===== config.mk =====
export PLATFORM = sky130hd
export DESIGN_NAME = cell_pos_stream_reader
export DESIGN_NICKNAME = d
export VERILOG_FILES = /design/src/rtl/cell_pos_stream_reader.sv
export SDC_FILE = /design/constraint.sdc
export NUM_CORES = 1
export LEC_CHECK = 0
export BUFFER_PORTS_ARGS = -buffer_cell sky130_fd_sc_hd__clkbuf_2
export CAP_MARGIN = 20
export CORE_ASPECT_RATIO = 2
export CORE_MARGIN = 2
export CORE_UTILIZATION = 50
export CTS_CLUSTER_SIZE = 25
export DETAILED_ROUTE_END_ITERATION = 6
export GPL_TIMING_DRIVEN = 0
export PLACE_DENSITY = 0.74
export SYNTH_ARGS = -nofsm -noshare
export SYNTH_HDL_FRONTEND = slang
export SYNTH_SLANG_ARGS = --single-unit
export TNS_END_PERCENT = 10

===== constraint.sdc =====
create_clock -name clock -period 4.15 [get_ports clock]
set_input_delay 1.245 -clock clock [delete_from_list [all_inputs] [get_ports clock]]
set_output_delay 1.245 -clock clock [all_outputs]
set_load 0.02 [all_outputs]

===== src/rtl/cell_pos_stream_reader.sv =====
// Streams particle positions out of one cell RAM: word 0 holds the count,
// words 1..count go out as a valid/ready stream through a credit-limited FIFO.
module cell_pos_stream_reader #(
    parameter int DATA_WIDTH   = 96,
    parameter int PARTICLE_NUM = 220,
    parameter int ADDR_WIDTH   = 8,
    parameter int RD_LATENCY   = 2,
    parameter int FIFO_DEPTH   = 4
) (
    input  logic                  clock,
    input  logic                  rst,
    input  logic                  start,
    output logic                  busy,
    output logic                  done,
    output logic [ADDR_WIDTH-1:0] particle_cnt,
    output logic [ADDR_WIDTH-1:0] ram_address,
    output logic                  ram_rden,
    output logic                  ram_wren,
    output logic [DATA_WIDTH-1:0] ram_data,
    input  logic [DATA_WIDTH-1:0] ram_q,
    output logic                  out_valid,
    input  logic                  out_ready,
    output logic [DATA_WIDTH-1:0] out_data,
    output logic [ADDR_WIDTH-1:0] out_index,
    output logic                  out_last
);

    localparam int PTR_W = $clog2(FIFO_DEPTH);
    localparam int CNT_W = PTR_W + 1;
    localparam int SUM_W = ADDR_WIDTH + 1;
    localparam logic [ADDR_WIDTH-1:0] MAX_CNT = ADDR_WIDTH'(PARTICLE_NUM - 1);

    typedef enum logic [2:0] {IDLE, CNT_RD, CNT_WAIT, STREAM, DRAIN, DONE} state_t;

    // kind: 0 = count word, 1 = position word
    typedef struct packed {
        logic                  kind;
        logic [ADDR_WIDTH-1:0] addr;
    } rd_tag_t;

    typedef struct packed {
        logic [DATA_WIDTH-1:0] data;
        logic [ADDR_WIDTH-1:0] index;
        logic                  last;
    } fifo_ent_t;

    state_t state, state_n;

    logic    [RD_LATENCY-1:0] vld_pipe;
    rd_tag_t [RD_LATENCY-1:0] tag_pipe;
    rd_tag_t                  tail;
    logic                     tail_vld, tail_cnt, push, pop;

    logic [ADDR_WIDTH-1:0] inflight, next_addr, last_addr, cnt_q;
    logic [ADDR_WIDTH-1:0] q_cnt, cnt_clamped, issue_addr;
    logic                  issue, issue_kind, credit_ok;
    logic [SUM_W-1:0]      credit_sum;

    logic [CNT_W-1:0] fifo_count;
    logic [PTR_W-1:0] wr_ptr, rd_ptr;
    fifo_ent_t        fifo_mem [FIFO_DEPTH];
    fifo_ent_t        head, push_ent;

    assign tail     = tag_pipe[RD_LATENCY-1];
    assign tail_vld = vld_pipe[RD_LATENCY-1];
    assign tail_cnt = tail_vld && !tail.kind;
    assign push     = tail_vld && tail.kind;
    assign pop      = out_valid && out_ready;

    assign q_cnt       = ram_q[ADDR_WIDTH-1:0];
    assign cnt_clamped = (q_cnt > MAX_CNT) ? MAX_CNT : q_cnt;

    // Reads in flight plus words already queued may never exceed the FIFO,
    // so every returning word has a guaranteed slot even under full stall.
    assign credit_sum = SUM_W'(inflight) + SUM_W'(fifo_count);
    assign credit_ok  = credit_sum < SUM_W'(FIFO_DEPTH);

    always_comb begin
        state_n    = state;
        issue      = 1'b0;
        issue_kind = 1'b0;
        issue_addr = next_addr;
        case (state)
            IDLE:     if (start) state_n = CNT_RD;
            CNT_RD: begin
                issue      = 1'b1;
                issue_addr = '0;
                state_n    = CNT_WAIT;
            end
            CNT_WAIT: if (tail_cnt) state_n = (cnt_clamped == '0) ? DONE : STREAM;
            STREAM: begin
                if (credit_ok) begin
                    issue      = 1'b1;
                    issue_kind = 1'b1;
                    if (next_addr == cnt_q) state_n = DRAIN;
                end
            end
            DRAIN: begin
                if (inflight == '0 &&
                    (fifo_count == '0 || (fifo_count == CNT_W'(1) && pop)))
                    state_n = DONE;
            end
            DONE:     state_n = IDLE;
            default:  state_n = IDLE;
        endcase
    end

    always_ff @(posedge clock or posedge rst) begin
        if (rst) state <= IDLE;
        else     state <= state_n;
    end

    // Read tracker: tags travel alongside the RAM pipeline and meet ram_q at the tail.
    always_ff @(posedge clock or posedge rst) begin
        if (rst) begin
            vld_pipe <= '0;
            tag_pipe <= '0;
            inflight <= '0;
        end else begin
            vld_pipe[0] <= issue;
            tag_pipe[0] <= '{kind: issue_kind, addr: issue_addr};
            for (int i = 1; i < RD_LATENCY; i++) begin
                vld_pipe[i] <= vld_pipe[i-1];
                tag_pipe[i] <= tag_pipe[i-1];
            end
            inflight <= inflight + ADDR_WIDTH'(issue) - ADDR_WIDTH'(tail_vld);
        end
    end

    always_ff @(posedge clock or posedge rst) begin
        if (rst) begin
            next_addr <= '0;
            last_addr <= '0;
            cnt_q     <= '0;
        end else begin
            if (issue) last_addr <= issue_addr;
            if (state == CNT_WAIT && tail_cnt) begin
                cnt_q     <= cnt_clamped;
                next_addr <= ADDR_WIDTH'(1);
            end else if (state == STREAM && issue) begin
                next_addr <= next_addr + ADDR_WIDTH'(1);
            end
        end
    end

    assign push_ent = '{data: ram_q, index: tail.addr, last: (tail.addr == cnt_q)};

    always_ff @(posedge clock) begin
        if (push) fifo_mem[wr_ptr] <= push_ent;
    end

    always_ff @(posedge clock or posedge rst) begin
        if (rst) begin
            wr_ptr     <= '0;
            rd_ptr     <= '0;
            fifo_count <= '0;
        end else begin
            if (push) wr_ptr <= wr_ptr + PTR_W'(1);
            if (pop)  rd_ptr <= rd_ptr + PTR_W'(1);
            fifo_count <= fifo_count + CNT_W'(push) - CNT_W'(pop);
        end
    end

    assert property (@(posedge clock) disable iff (rst)
        !(push && !pop && fifo_count == CNT_W'(FIFO_DEPTH)));

    assign head      = fifo_mem[rd_ptr];
    assign out_valid = (fifo_count != '0);
    // Head fields are gated so nothing undefined leaks out while empty.
    assign out_data  = out_valid ? head.data  : '0;
    assign out_index = out_valid ? head.index : '0;
    assign out_last  = out_valid ? head.last  : 1'b0;

    assign busy         = (state != IDLE);
    assign done         = (state == DONE);
    assign particle_cnt = cnt_q;
    assign ram_rden     = issue;
    assign ram_address  = issue ? issue_addr : last_addr;
    assign ram_wren     = 1'b0;
    assign ram_data     = '0;

endmodule

# [After elaboration in Yosys (flattened, before gate mapping)]
# Memories as Yosys holds them, arrays and structs flattened.
# Cells that the tools add are included.
[word_totals] register_bits=62 mem_bits_rw=420 input_bits=100 out_inout_bits=222 elab_cells=74 mem_count=1
[classes] add_sub_neg=8 n_lt_le_gt_ge=2 eq_ne=13 mux=20 reduce_logical=17
[memory_table] memory="fifo_mem" depth=4 width=105 read_ports=1 rd_ports_with_merged_regs=0 wr=1 line="61" text="fifo_ent_t fifo_mem [FIFO_DEPTH];"
[op_table] cell="$mux 96" count=1
[op_table] cell="$mux 8" count=6
[op_table] cell="$mux 3" count=6
[op_table] cell="$eq 8x8->1" count=2
[op_table] cell="$logic_not 8->1" count=2
[op_table] cell="$pmux 3 s5" count=1
[op_table] cell="$ne 2x2->1 const B" count=5
[op_table] cell="$add 8x3->9" count=1
[op_table] cell="$lt 9x3->1 const B" count=1
[op_table] cell="$add 8x1->8" count=1
[op_table] cell="$add 8x1->8 const B" count=1
[op_table] cell="$gt 8x8->1 const B" count=1
[op_table] cell="$sub 8x1->8" count=1
[op_table] cell="$logic_and 1x1->1" count=7
[op_table] cell="$eq 3x1->1 const B" count=2
[op_table] cell="$eq 3x2->1 const B" count=2
[op_table] cell="$eq 3x3->1 const B" count=2
[op_table] cell="$logic_not 3->1" count=2
[op_table] cell="$reduce_bool 3->1" count=2
[op_table] cell="$mux 1" count=5
[op_table] cell="$reduce_and 5->1" count=1
[op_table] cell="$add 2x1->2 const B" count=2
[op_table] cell="$add 3x1->3" count=1
[op_table] cell="$sub 3x1->3" count=1
[op_table] cell="4 further kinds" count=4

# [Logic depth before layout (Yosys ltp)]
# Gate-level depths: netlist of run 1.
[logic_depth] depth_word=7 ltp_mapped=16 ltp_nobuf=15

# [Worst setup path after synthesis of run 1]
# OpenSTA, ideal clock, no wires.
[synth_path] path_kind="register -> register" startpoint="register fifo_count[2]" endpoint="register inflight[6]" setup_time_ps=122 arrival_time_ps=3535 t_required_ps=4028 setup_slack_ps=492 path_stages_with_launch=17 n_path_buf=1 period_less_slack_ps=3658 path_cell_list="dfrtp_1 -> ha_1 -> or3_1 -> a211o_1 -> a221o_2 -> a211oi_1 -> buf_2 -> or2_2 -> ha_1 -> inv_1 -> fa_1 -> nand2b_1 -> a21oi_1 -> o21ai_0 -> a21oi_1 -> nor2_1 -> xnor2_1"
[synth_between] elab_chain_cells=6
[synth_lines] element="from (decl)" line="59" text="logic [CNT_W-1:0] fifo_count;"
[synth_lines] element="from (signal assigned)" line="160" text="fifo_count <= fifo_count + CNT_W'(push) - CNT_W'(pop);"
[synth_lines] element="$add 8x3->9" line="75" text="assign credit_sum = SUM_W'(inflight) + SUM_W'(fifo_count);"
[synth_lines] element="$lt 9x3->1" line="76" text="assign credit_ok = credit_sum < SUM_W'(FIFO_DEPTH);"
[synth_lines] element="$mux 1" line="92" text="if (credit_ok) begin"
[synth_lines] element="$pmux 1 s2" line="83" text="case (state)"
[synth_lines] element="named net ram_rden" line="17" text="output logic ram_rden,"
[synth_lines] element="$add 8x1->8" line="126" text="inflight <= inflight + ADDR_WIDTH'(issue) - ADDR_WIDTH'(tail_vld);"
[synth_lines] element="$sub 8x1->8" line="126"
[synth_lines] element="to (signal assigned)" line="126"
[synth_lines] element="to (decl)" line="54" text="logic [ADDR_WIDTH-1:0] inflight, next_addr, last_addr, cnt_q;"
# The timed path passes the listed nets, and every way through them passes these cells.
# A chain may end at the register's enable or synchronous reset.

# [Worst setup path after layout of run 1]
[layout_path] startpoint="register inflight[2]" endpoint="output port ram_address[5]"
[layout_between] elab_chain_cells=5
[layout_lines] element="$add 8x3->9" line="75"
[layout_lines] element="$lt 9x3->1" line="76"
[layout_lines] element="$mux 1" line="92"
[layout_lines] element="$pmux 1 s2" line="83"
[layout_lines] element="$mux 8"
[layout_lines] element="to (decl)" line="16" text="output logic [ADDR_WIDTH-1:0] ram_address,"
# No other way between the ends.

==> key figures, run 1 <==
Die
  – Die width: between 100 and 150 um
  – Die ar.: 41100 um2
  – Core Area: 38800 um2
  – Height of the die: between 200 and 300 um
  – Initial Utilization: 50.7%
  – # IOs: ~320
  – Row Count: 102

Synthesis
  – Mapped Avg Cell Area: 18.2 um2
  – Post-Syn Area: 19700 um2
  – Post-synth cell types: 47
  – Synth Instances: around 1100
  – Post-synth EDFFs: 420
  – Top_reg_cell synth: edfxtp_1
  – Yosys top cell by area: edfxtp_1
  – Seq/Total Area, Yosys: between 70% and 80%
  – Synth area leaders: edfxtp_1, mux4_2, dfrtp_1, buf_4, and2_1
  – YS warnings: 0
  – Top cell type's share of synthesized area: between 60% and 70%
  – Post-synth ARST share: 12.9%
  – Flops & latches, synth: between 400 and 500

Place
  – HPWL after DPL: approximately 27000 um
  – Inst Count DP: 1928
  – GP Congestion: 0.898
  – Input/output buffers: 224

Worst setup path
  – WP data arrival: 2910 ps
  – WP data required: approximately 2900 ps
  – Critical path type: reg2out
  – CP endpoint kind: output pin
  – Worst-path fanout max: 5
  – Startpoint types: register
  – Worst reg2reg path depth: 17

Routing
  – Vias post-DR: between 10000 and 15000
  – Detailed Route Iter0 Violations: 483
  – Vias per Instance: between 5 and 6
  – Routed wire length: 40000 um
  – DRT Pass-1 Iters: 5
  – # DRC: 0
  – Routed Antenna Nets: 0
  – Wirelength per Cell: 19.8 um

Finish
  – Nets@finish: 1590
  – Area delta synth->final: 20.7%
  – Core Util, Final: 61.2%
  – Fraction of layout cells with a size suffix above 1: 37.4%
  – Post-Layout Cell Count: a little over 2000

Timing
  – Max frequency: roughly 240 MHz
  – Tcrit/Tclk final: 100%
  – Unrepaired setup endpoints after global routing: true
  – Final min period: around 4200 ps
  – Setup TNS: -4.45 ps
  – Worst clock skew: 18.2 ps
  – Worst hold slack: 348 ps
  – Slew Limit Fails: 0
  – Fin. Hold Viols: 0
  – Worst-Margin Slew: 893 ps
  – Final setup fails: 1
  – Final WS setup: -4.45 ps
  – Max_slew headroom: 40.5%

Worst hold path
  – Worst Hold Class: reg2reg
  – Hold Crit Depth: 0

CTS
  – Hold_buf cts: 0
  – CTS tree: built
  – Reg clk slew, reported paths: 60 ps
  – Clock Tree Buf Depth: 3
  – H-tree Lvls: 2
  – Clk root buf: clkbuf_16
  – CTS sink cnt: 482
  – Clock Latency Late Sink: 540 ps
  – TritonCTS Buffers: 41

Run
  – Number of max-cap violations: 0

Power
  – PD cells: 615 nW/um2
  – Design Power: approximately 0.015 W
  – Leakage power: 8.92 nW
  – Maximum vdd drop: between 400 and 500 uV

Global routing
  – Pin count of the biggest net entering global routing: 45
  – Vias in the first global route: 10984
  – GR Util All Layers: 19.7%
  – Initial antenna violation count: 7
  – GRT Residual Overflow: 0
  – First-pass GRT wire length: 60700 um

Run status
  – Status: complete, but fails checks
  – Failing checks: setup timing
==> cells in the final DEF (no fill, tap or decap), drive strengths merged, types with 4 or more instances in the layout <==
cell and n:
a21oi 11, and2 114, and3 7, buf 131, bufinv 5, clkbuf 303
clkinv 10, conb 97, dfrtp 62, diode 6, edfxtp 420, ha 24
inv 29, mux4 105, nand2 47, nand3 8, nand4 4, nor2 14
nor4 6, o21ai 18, xnor2 19, xor2 12
==> flip-flops by register name, indices dropped and copies added (netlist names) <==
| signal | count |
|---|---|
| state | 3 |
| wr_ptr | 2 |
| fifo_count | 3 |
| last_addr | 8 |
| inflight | 8 |
| next_addr | 8 |
| rd_ptr | 2 |
| particle_cnt | 8 |
| push_ent | 8 |
| vld_pipe | 2 |
| tag_pipe | 10 |
| fifo_mem | 420 |
==> layer usage <==
layer	global-route usage (%)	share of wire [%]	routed length, um	vias up
li1	-	-	-	4694
met1	21.6	35	13800	5176
met2	36.1	55	22100	334
met3	3.32	5.3	2120	101
met4	9.39	4.6	1840	2
met5	0	0.033	13	-
==> what timing repair did <==
action | in CTS | in global routing
cloned | 1 | 0
resized for setup | 59 | 20
setup buffers | 10 | 4
endpoints found under the setup margin | 98 | 31
pin swaps | 8 | 5
==> cells by family (layout without fill, tap and decap cells) <==
group,Yosys count,in the layout,share of synthesized area (%)
AND/OR/NAND/NOR,214,214,6.00
AO/OA/AOI/OAI,51,51,1.78
XOR/XNOR,31,31,1.38
flip-flops,482,482,71.9
adder cells (fa/ha/maj),26,26,1.73
multiplexers,106,106,12.1
other,1,103,0.0190
buffers and inverters,168,483,5.10
==> path summary, 6_finish.rpt <==
check	startpoint	endpoint	slack, ps
hold / removal	tag_pipe[3]	push_ent[4]	350
max in group asynchronous	rst	rd_ptr[0]	2860
min in group asynchronous	rst	state[0]	700
hold reg to reg	tag_pipe[3]	push_ent[4]	350
setup reg to reg	inflight[2]	inflight[6]	180
setup / recovery	inflight[2]	ram_address[5]	-4
==> through the flow <==
step	worst slack (ps)	instance area, um2
global placement	-1370	21800
finish	-4.45	23800
floorplan	492	20000
detailed placement	-28.4	22100
CTS	-97.2	23700
global route	-91.1	23800
==> critical path, cell delays in order (launching register included) <==
cell      delay, ps
dfrtp_1         400
ha_2            190
or3_1           300
a211o_1         260
a221o_2         430
a211oi_4        300
buf_6           180
buf_4           110
o21ai_2          60
clkbuf_8        150
==> final cells by class <==
| cell class | instances | area, um2 |
|---|---|---|
| fillers | 2858 | 15000 |
| plain buffers | 138 | 937 |
| clock buffers | 51 | 1080 |
| multi-input cells | 525 | 5020 |
| clock inverters | 18 | 230 |
| inverters | 28 | 105 |
| flip-flops and latches | 482 | 14200 |
| well taps | 520 | 651 |
| diodes | 6 | 15.0 |
| repair buffers | 248 | 1550 |
==> power breakdown <==
group	switching (W)	internal, W	leakage (nW)	total [W]
combinational	0.00292	0.00226	3.77	0.00518
sequential	0.000183	0.00545	4.51	0.00563
clock	0.00164	0.00217	0.636	0.00381
total	0.00474	0.00988	8.92	0.0146
==> synthesized netlist by cell type (all sizes together), types with 2 or more instances <==
library cell and n:
xor2 12, nor4 6, nand2 47, o21ai 18, a211o 2, mux4 105, edfxtp 420, ha 24
a211oi 3, nor2 14, a31o 2, dfrtp 62, nand2b 3, and3 7, nand4 4, a2111oi 2
xnor2 19, a21oi 11, o21a 2, nand3b 2, clkbuf 30, or2 2, a21o 3, inv 28
and2 114, fa 2, buf 110, nand3 8, or3 3
Power figures use the tool's default switching activity.
==> inputs of run 2 (changes only) <==
==> constraint.sdc (replaced) <==
create_clock -name clock -period 4.15 [get_ports clock]
set_input_delay 0.415 -clock clock [delete_from_list [all_inputs] [get_ports clock]]
set_output_delay 0.415 -clock clock [all_outputs]
set_load 0.02 [all_outputs]
==> key figures, run 2 (synthesis results as in run 1) <==
CTS
  – Reg clk slew, reported paths: 60 ps
  – CTS sink cnt: 482
  – Clock Latency Late Sink: 540 ps
  – CTS tree: built
  – Clk root buf: clkbuf_16
  – H-tree Lvls: 2
  – Clock Tree Buf Depth: 3
  – TritonCTS Buffers: a little over 40

Worst setup path
  – Cell Chain, Critical Path: ha_1 -> or3_1 -> a211o_1 -> a221o_2 -> a211oi_2 -> buf_4 -> or2_2 -> ha_1 -> inv_1 -> fa_1 -> nand2b_1 -> a21oi_1 -> o21ai_0 -> a21oi_1 -> nor2_1 -> xnor2_1
  – Worst Path Buf+Inv: 2
  – Flop-to-flop setup slack: 230 ps
  – WP data arrival: 4330 ps
  – Top delay family on crit path: compound AO/OA/AOI/OAI gates
  – Startpoint types: register
  – Critical path type: reg2reg
  – Number of cells on the critical path: 16
  – Worst-path fanout max: 5
  – Slowest cell on crit path: a221o_2
  – CP peak stage delay: 440 ps
  – CP endpoint kind: register
  – WP data required: 4570 ps
  – Worst reg2reg path depth: 16

Timing
  – Max_slew headroom: 38.3%
  – Fin. Hold Viols: 0
  – Final min period: 3920 ps
  – Tcrit/Tclk final: 94.4%
  – Slew Limit Fails: 0
  – Max frequency: 255 MHz
  – Final setup fails: 0
  – Unrepaired setup endpoints after global routing: false
  – Worst-Margin Slew: ~930 ps
  – Worst clock skew: roughly 19 ps

Run
  – Number of max-cap violations: 0

Routing
  – Routed wire length: between 30000 and 40000 um
  – DRT Pass-1 Iters: 6
  – Wirelength per Cell: roughly 20 um
  – Vias post-DR: 10318
  – Vias per Instance: roughly 5
  – Routed Antenna Nets: 0
  – Detailed Route Iter0 Violations: around 500
  – # DRC: 0

Finish
  – Top Registers: fifo_mem x420, tag_pipe x10
  – Area delta synth->final: 19.2%
  – Nets@finish: about 1600
  – Most frequent cells in the layout: edfxtp_1, clkbuf_2, and2_1, mux4_2, buf_4
  – Biggest register: fifo_mem
  – Max FFs per register: 420
  – Post-Layout Cell Count: 2008
  – Fraction of layout cells with a size suffix above 1: 35.0%
  – Commonest non-fill, non-tap cell in the layout: edfxtp_1
  – Core Util, Final: 60.5%

Global routing
  – First-pass GRT wire length: 60100 um
  – GRT Residual Overflow: 0
  – Vias in the first global route: approximately 11000
  – GR Util All Layers: about a fifth
  – Pin count of the biggest net entering global routing: 45
  – Initial antenna violation count: 7

Power
  – Switching Share: 32.4%
  – Leakage power: 8.79 nW
  – Sequential power share: between 30% and 40%
  – Clock power frac: a little over a quarter
  – Power Internal: 0.00975 W
  – Comb pwr share: 34.7%
  – PD cells: 615 nW/um2
  – Maximum vdd drop: 472 uV
  – Switch Pwr: 0.00468 W

Die
  – # IOs: roughly 320
  – Die width: roughly 140 um
  – Core Area: 38800 um2
  – Initial Utilization: 50.7%
  – Row Count: 102
  – Height of the die: 285 um
  – Die ar.: 41100 um2

Place
  – Input/output buffers: 224
  – GP Congestion: 0.898
  – Inst Count DP: 1928
  – HPWL after DPL: 27100 um

Worst hold path
  – Hold Crit Depth: 1
  – Worst Hold Class: in2reg

Run status
  – Status: complete, no violations
run 2: metrics by stage:
| step | area (um2) | setup slack [ps] | total power (W) | hold slack [ps] | TNS (ps) |
|---|---|---|---|---|---|
| 3_3_place_gp | 21800 | -1370 | 0.0107 | 331 | -553910 |
| 4_1_cts | 23400 | 29.8 | 0.0146 | 60.8 | 0 |
| 3_5_place_dp | 22100 | -28.4 | 0.0108 | 336 | -28.4 |
| 2_1_floorplan | 20000 | 492 | 0.00924 | 331 | 0 |
| 6_report | 23500 | 234 | 0.0144 | 86.3 | 0 |
| 5_1_grt | 23500 | 22.0 | 0.0152 | 72.6 | 0 |
run 2: power groups by stage:
stage          Clock, W  Sequential [W]  Combinational [W]
3_5_place_dp          0         0.00572            0.00508
2_1_floorplan         0         0.00566            0.00357
6_report        0.00381         0.00561            0.00501
4_1_cts         0.00390         0.00561            0.00510
3_3_place_gp          0         0.00570            0.00502
5_1_grt         0.00406         0.00564            0.00547
run 2: cell type report:
cell class,count,area [um2]
multi-input cells,525,4920
well taps,520,651
plain buffers,140,901
clock inverters,18,230
diodes,6,15.0
repair buffers,238,1400
fillers,2894,15300
clock buffers,51,1080
flip-flops and latches,482,14200
inverters,28,105
run 2: worst register-to-register path, cell delays in order, from the launching register on:
cell	delay (ps)
dfrtp_1	410
ha_1	260
or3_1	370
a211o_1	270
a221o_2	440
a211oi_2	210
buf_4	160
or2_2	170
ha_1	200
inv_1	70
fa_1	420
nand2b_1	160
a21oi_1	180
o21ai_0	120
a21oi_1	170
nor2_1	80
xnor2_1	120
run 2: worst paths after layout:
kind                        startpoint              end
max                        inflight[2]      inflight[6]
min                          ram_q[80]  fifo_mem[0][89]
max reg2reg                inflight[2]      inflight[6]
min reg2reg                tag_pipe[7]      push_ent[8]
max in group asynchronous          rst     last_addr[3]
min in group asynchronous          rst         state[0]
run 2: what timing repair did:
item / 4_1_cts / 5_1_grt
endpoints found under the setup margin: 1 / 1
gates resized for setup: 1 / 5
setup buffers: 0 / 3
pin swaps: 0 / 1
hold buffers: 1 / 0
hold endpoints to repair: 18 / 0
run 2: routing by layer:
layer  wire (um)  track usage (%)
met1       13500             21.2
met2       21800             36.0
met5          13                0
met3        2200             3.27
met4        1770             9.08
